<file path="config.mk">
export PLATFORM = sky130hd
export DESIGN_NAME = vga_sync
export DESIGN_NICKNAME = d
export VERILOG_FILES = /design/src/rtl/vga_sync.sv
export SDC_FILE = /design/constraint.sdc
export NUM_CORES = 1
export LEC_CHECK = 0
export BUFFER_PORTS_ARGS = -buffer_cell sky130_fd_sc_hd__buf_2
export CAP_MARGIN = 40
export CORE_ASPECT_RATIO = 0.9
export CORE_UTILIZATION = 45
export DETAILED_ROUTE_END_ITERATION = 10
export HOLD_SLACK_MARGIN = 0.03
export PLACE_DENSITY = 0.79
export SETUP_SLACK_MARGIN = 0.5
export SLEW_MARGIN = 20
export SYNTH_ARGS = -nofsm -noshare
export SYNTH_HDL_FRONTEND = slang
export SYNTH_SLANG_ARGS = --single-unit
</file>
<file path="constraint.sdc">
create_clock -name clk -period 2.7 [get_ports clk]
set_input_delay 0.54 -clock clk [delete_from_list [all_inputs] [get_ports clk]]
set_output_delay 0.54 -clock clk [all_outputs]
set_load 0.03 [all_outputs]
</file>
<file path="src/rtl/vga_sync.sv">
// Raster timing generator: pixel-rate enable, h/v counters, active-video flag
// and sync pulses for a VGA raster, all decoded from the counter registers.
module vga_sync #(
  parameter int CLK_DIV  = 4,
  parameter int H_ACTIVE = 640,
  parameter int H_FP     = 16,
  parameter int H_SYNC   = 96,
  parameter int H_BP     = 48,
  parameter int V_ACTIVE = 480,
  parameter int V_FP     = 10,
  parameter int V_SYNC   = 2,
  parameter int V_BP     = 33,
  parameter bit SYNC_POL = 1'b0
) (
  input  logic       clk,
  input  logic       reset,
  output logic [9:0] x,
  output logic [9:0] y,
  output logic       video_active,
  output logic       hsync,
  output logic       vsync,
  output logic       pix_tick,
  output logic       frame_end
);

  localparam int H_TOTAL = H_ACTIVE + H_FP + H_SYNC + H_BP;
  localparam int V_TOTAL = V_ACTIVE + V_FP + V_SYNC + V_BP;
  localparam int DIV_W   = (CLK_DIV > 1) ? $clog2(CLK_DIV) : 1;

  localparam logic [DIV_W-1:0] DIV_LAST = DIV_W'(CLK_DIV - 1);
  localparam logic [9:0]       H_LAST   = 10'(H_TOTAL - 1);
  localparam logic [9:0]       V_LAST   = 10'(V_TOTAL - 1);

  // 11-bit bounds so a sync window ending exactly at 1024 still compares correctly
  localparam logic [10:0] H_ACT_END = 11'(H_ACTIVE);
  localparam logic [10:0] HS_START  = 11'(H_ACTIVE + H_FP);
  localparam logic [10:0] HS_END    = 11'(H_ACTIVE + H_FP + H_SYNC);
  localparam logic [10:0] V_ACT_END = 11'(V_ACTIVE);
  localparam logic [10:0] VS_START  = 11'(V_ACTIVE + V_FP);
  localparam logic [10:0] VS_END    = 11'(V_ACTIVE + V_FP + V_SYNC);

  logic [DIV_W-1:0] div_cnt;
  logic [9:0]       h;
  logic [9:0]       v;
  logic             h_wrap;
  logic             v_wrap;
  logic             hs_on;
  logic             vs_on;

  assign pix_tick = (div_cnt == DIV_LAST) && !reset;
  assign h_wrap   = (h == H_LAST);
  assign v_wrap   = (v == V_LAST);

  always_ff @(posedge clk or posedge reset) begin
    if (reset) begin
      div_cnt <= '0;
      h       <= '0;
      v       <= '0;
    end else begin
      if (div_cnt == DIV_LAST)
        div_cnt <= '0;
      else
        div_cnt <= div_cnt + 1'b1;

      if (pix_tick) begin
        if (h_wrap) begin
          h <= '0;
          v <= v_wrap ? 10'd0 : v + 10'd1;
        end else begin
          h <= h + 10'd1;
        end
      end
    end
  end

  // Outputs are pure decodes of h/v so they always line up with x/y
  assign hs_on = ({1'b0, h} >= HS_START) && ({1'b0, h} < HS_END);
  assign vs_on = ({1'b0, v} >= VS_START) && ({1'b0, v} < VS_END);

  assign x            = h;
  assign y            = v;
  assign video_active = ({1'b0, h} < H_ACT_END) && ({1'b0, v} < V_ACT_END);
  assign hsync        = hs_on ? SYNC_POL : ~SYNC_POL;
  assign vsync        = vs_on ? SYNC_POL : ~SYNC_POL;
  assign frame_end    = pix_tick && h_wrap && v_wrap;

endmodule

</file>
## After elaboration in Yosys (flattened, before gate mapping)

Index checks and enable logic that the tools add are counted.

| storage, ports and cells | value |
|---|---|
| register bits | 22 |
| bits in latches | 0 |
| RAM bits | 0 |
| ROM bits | 0 |
| input bits | 2 |
| memories kept | 0 |

| cells by class | value |
|---|---|
| add/subtract/negate cells | 3 |
| $mul | 0 |
| div/mod/pow operators | 0 |
| order comparisons | 6 |
| eq/ne operators | 3 |
| shift-type cells | 0 |
| multiplexer cells | 5 |
| bitwise logic cells | 0 |
| reductions and logical operators | 8 |

Operators by type and width:

| kind | number |
|---|---|
| $add A10 B1 Y10 const B | 2 |
| $eq A10 B10 Y1 const B | 2 |
| $lt A10 B10 Y1 const B | 2 |
| $lt A10 B9 Y1 const B | 2 |
| $mux W10 | 2 |
| $ge A10 B10 Y1 const B | 1 |
| $ge A10 B9 Y1 const B | 1 |
| $logic_and A1 B1 Y1 | 6 |
| $add A2 B1 Y2 const B | 1 |
| $eq A2 B2 Y1 const B | 1 |
| $mux W1 | 2 |
| $mux W2 | 1 |
| $reduce_and A2 Y1 | 1 |
| $logic_not A1 Y1 | 1 |

## Longest topological paths before layout

| depth | value |
|---|---|
| depth after elaboration | 4 |
| gate-level depth with buffers | 7 |
| mapped depth without buffers | 6 |

## Least setup slack after synthesis

OpenSTA, ideal clock, no wires.

| timing path | value |
|---|---|
| kind | register -> output |
| start point | reg v[0], in the netlist y[0] |
| end point | out frame_end |
| arrival time | 1.957 ns |
| slack | 0.203 ns |
| stages on the path, launching flop included | 6 |
| cell sequence | dfrtp_1 > inv_1 > ha_1 > nand4_1 > or4_1 > nor2_1 |

| on the way | value |
|---|---|
| cells in the longest elaborated chain, start to end | 2 |

RTL lines:

| what | line | RTL |
|---|---|---|
| start, declared | 44 | `logic [9:0] v;` |
| start signal, assigned | 68 | `v <= v_wrap ? 10'd0 : v + 10'd1;` |
| $eq A10 B10 Y1 | 52 | `assign v_wrap = (v == V_LAST);` |
| $logic_and A1 B1 Y1 | 85 | `assign frame_end = pix_tick && h_wrap && v_wrap;` |
| end, declared | 23 | `output logic frame_end` |

Every way passes these cells.

## Worst setup path after layout

| timing path | value |
|---|---|
| start point | reg v[7], in the netlist y[7] |
| end point | out frame_end |

The elaborated chain is that of the path after synthesis.

==> results.py <==
metrics = {
    "place": {
        "io_buffer_count": 26,
        "dp_hpwl_um": 2071,
        "gp_congestion": 0.8234,
    },
    "sta": {
        "fin_skew_ns": 0.005942,
        "finalHoldViolCount": 0,
        "rsz0062_at_grt": "yes",
        "worstMarginPinSlew_ns": 0.6935,
        "maxSlewHeadroom_pct": 53.34,
        "finalCriticalPeriod_ns": 2.394,
        "fin_crit_sh_pct": 88.67,
        "setup-tns-final_ns": 0,
        "hold_slack_ns": 0.1263,
        "drv_slew": 0,
        "setup_viol": 0,
        "clock.fmax_mhz": 417.7,
    },
    "global_routing": {
        "grt_pass1_vias": 1047,
        "grt-ovfl-total": 0,
        "grt_pass1_wl_um": 4802,
        "globalRouteMet1Util_pct": 28.75,
        "grt.busiest_layer": "met2",
        "met3_usage_pct": 5.970,
        "antenna_found_initial": 0,
        "grt_max_degree": 23,
        "groute.usage.overall_pct": 21.71,
        "grtUsageMet2_pct": 34.51,
    },
    "worst_setup_path": {
        "cpLargestDelayFamily": "simple AND/OR/NAND/NOR gates",
        "r2r_setup_slack_ns": 0.70,
        "worstPathCellList": "or3_1 > or4_4 > nor2_4 > buf_6",
        "path_class": "reg -> out",
        "cp_data_arrival_time_ns": 1.85,
        "worstPathRequired_ns": 2.16,
        "crit_fanout": 2,
        "slowest_stage": "or4_4",
        "cp_num_buf_inv": 1,
        "start_kind": "register",
        "end_kind": "primary output",
        "cpPeakStageDelay_ns": 0.51,
    },
    "outcome": {
        "status": "finished, violations left",
        "violations": "design-rule violations",
    },
    "clock_network": {
        "cts_tree": "built",
        "clkSinkCount": 22,
        "cts_made_buffers": 3,
        "h-tree-depth": 1,
        "clock_latency_ns": 0.32,
        "clockRootBuffer": "clkbuf_4",
        "path_clk_slew_ns": 0.12,
        "cts.path.max_buffers": 2,
    },
    "floorplanning": {
        "io_pins": 27,
        "die_w_um": 57.11,
        "start_util_pct": 49.00,
        "die_h_um": 51.60,
        "core_um2": 2510,
        "fp.dieArea_um2": 2946,
        "core.rowCount": 17,
    },
    "finish": {
        "fillers": 219,
        "post-route-util_pct": 60.87,
        "final_nets": 170,
        "drive_gt1_share_pct": 29.81,
        "area_growth_pct": 24.21,
        "diodes": 0,
    },
    "power": {
        "pwr-share-seq_pct": 50.5,
        "power_frac_comb_pct": 17.0,
        "power_density_nw_per_um2": 511.2,
        "p_int_mw": 0.5448,
        "clkPwrFrac_pct": 32.4,
        "power_switching_share_pct": 30.25,
        "p_leak_nw": 0.7401,
        "p_switching_mw": 0.2363,
        "irDropWorstVdd_mv": 0.4355,
    },
    "routing": {
        "ant_nets": 0,
        "wl_per_cell_um": 15.68,
        "vias": 1120,
        "drc_errors": 4,
        "drtPass1Iterations": 7,
        "drtIter0Drc": 30,
        "wirelength_um": 2963,
        "routed_via_density": 5.926,
    },
    "min_path": {
        "hold_class": "in -> async",
    },
    "synth": {
        "synthCells": 125,
        "synth_ff_type": "dfrtp_1",
        "synth_edf_count": 0,
        "synth_warnings": 0,
        "post_synth_num_cell_types": 37,
        "synth.ff_latch_count": 22,
        "netlist_area_um2": 1230,
        "syn_nets": 133,
        "synth.avg_cell_area_um2": 9.839,
        "synth.yosys.seq_area_share_pct": 44.76,
        "async_flop_share_pct": 100.0,
    },
    "job": {
        "cap_violations": 0,
    },
}
-- power by group through the flow --
| stage | sequential (mW) | clock, mW | combinational [mW] |
|---|---|---|---|
| 2_1_floorplan | 0.431 | 0 | 0.0507 |
| 3_3_place_gp | 0.395 | 0 | 0.124 |
| 3_5_place_dp | 0.399 | 0 | 0.130 |
| 4_1_cts | 0.392 | 0.257 | 0.132 |
| 5_1_grt | 0.399 | 0.273 | 0.146 |
| 6_report | 0.395 | 0.253 | 0.133 |
-- worst paths after layout --
path                             from    endpoint  cells past startpoint
max                              y[7]   frame_end                      4
min                             reset  div_cnt[1]                      2
max reg2reg                      x[4]        y[9]                      4
min reg2reg                div_cnt[0]  div_cnt[0]                      1
max in group asynchronous       reset        y[0]                      3
min in group clk           div_cnt[0]  div_cnt[0]                      1
-- through the flow --
| step | setup WS [ns] | instances | instance area (µm²) | power (mW) |
|---|---|---|---|---|
| 5_1_grt | 0.2496 | 189 | 1528 | 0.8169 |
| 6_report | 0.3059 | 189 | 1528 | 0.7810 |
| 3_5_place_dp | 0.4197 | 178 | 1400 | 0.5290 |
| 3_3_place_gp | 0.4652 | 178 | 1400 | 0.5197 |
| 2_1_floorplan | 0.5028 | 125 | 1240 | 0.4817 |
| 4_1_cts | 0.2982 | 188 | 1508 | 0.7810 |
-- timing repair --
action,in CTS,in global routing
buffers inserted,6,0
hold buffers,0,0
gates resized for setup,4,2
hold endpoints to repair,0,0
endpoints found under the setup margin,1,2
pin swaps,2,0
-- worst reg2reg max path: cells and delay by family, from the launching register on --
family / cells / cell delay (ns)
AND/OR/NAND/NOR: 3 / 1.27
flip-flops: 1 / 0.53
AO/OA/AOI/OAI: 1 / 0.13
-- synth_stat cells, types with 2 or more instances --
cell | number | area (µm²)
or3_1 | 4 | 25.02
o21ai_0 | 6 | 30.03
and3_1 | 2 | 12.51
nand4b_1 | 3 | 26.28
inv_1 | 6 | 22.52
and2_1 | 3 | 18.77
xor2_1 | 5 | 43.79
a21oi_1 | 2 | 10.01
nor4_1 | 4 | 25.02
nor2_1 | 10 | 37.54
xnor2_1 | 7 | 61.31
nand4_1 | 9 | 56.30
nand2_1 | 6 | 22.52
ha_1 | 6 | 75.07
dfrtp_1 | 22 | 550.5
nor4b_1 | 2 | 17.52
nand3_1 | 8 | 40.04
-- layer usage --
metal,part of all wire (%),vias up
met5,0,-
met4,1.7,0
met3,5.2,7
met2,49,37
met1,44,544
li1,-,532
-- flip-flops by register name (all words and copies together) (netlist names) --
register,cells
x,10
y,10
div_cnt,2
-- cells in the final DEF, fill, tap and decap left out, types with 2 or more instances in the layout --
| cell type | synthesis | layout |
|---|---|---|
| a21oi_1 | 2 | 2 |
| and2_1 | 3 | 3 |
| and3_1 | 2 | 2 |
| buf_2 | 1 | 25 |
| buf_4 | 0 | 8 |
| clkbuf_4 | 0 | 3 |
| dfrtp_1 | 22 | 20 |
| dfrtp_2 | 0 | 2 |
| ha_1 | 6 | 4 |
| ha_2 | 0 | 2 |
| inv_1 | 6 | 5 |
| nand2_1 | 6 | 6 |
| nand3_1 | 8 | 8 |
| nand4_1 | 9 | 9 |
| nand4b_1 | 3 | 3 |
| nor2_1 | 10 | 9 |
| nor4_1 | 4 | 4 |
| nor4b_1 | 2 | 2 |
| o21ai_0 | 6 | 6 |
| or3_1 | 4 | 4 |
| or4_4 | 1 | 2 |
| xnor2_1 | 7 | 7 |
| xor2_1 | 5 | 5 |
-- final cells by class --
| type | count | area (µm²) | area share (%) |
|---|---|---|---|
| tap | 28 | 35.03 | 2.293 |
| clock buffer | 3 | 22.52 | 1.474 |
| clock inverter | 1 | 30.03 | 1.966 |
| inverter | 6 | 22.52 | 1.474 |
| timing repair buffer | 35 | 211.5 | 13.84 |
| sequential | 22 | 553.0 | 36.20 |
| multi-input combinational | 94 | 653.1 | 42.75 |
-- cells by family after synthesis --
| kind of cell | Yosys count | synth area share [%] |
|---|---|---|
| buf+inv | 9 | 3.458 |
| xor+xnor | 12 | 8.545 |
| flops | 22 | 44.76 |
| simple gates | 60 | 28.49 |
| compound gates | 16 | 8.648 |
| fa+ha+maj | 6 | 6.104 |
Note: power is estimated with default switching activity, not from simulation.
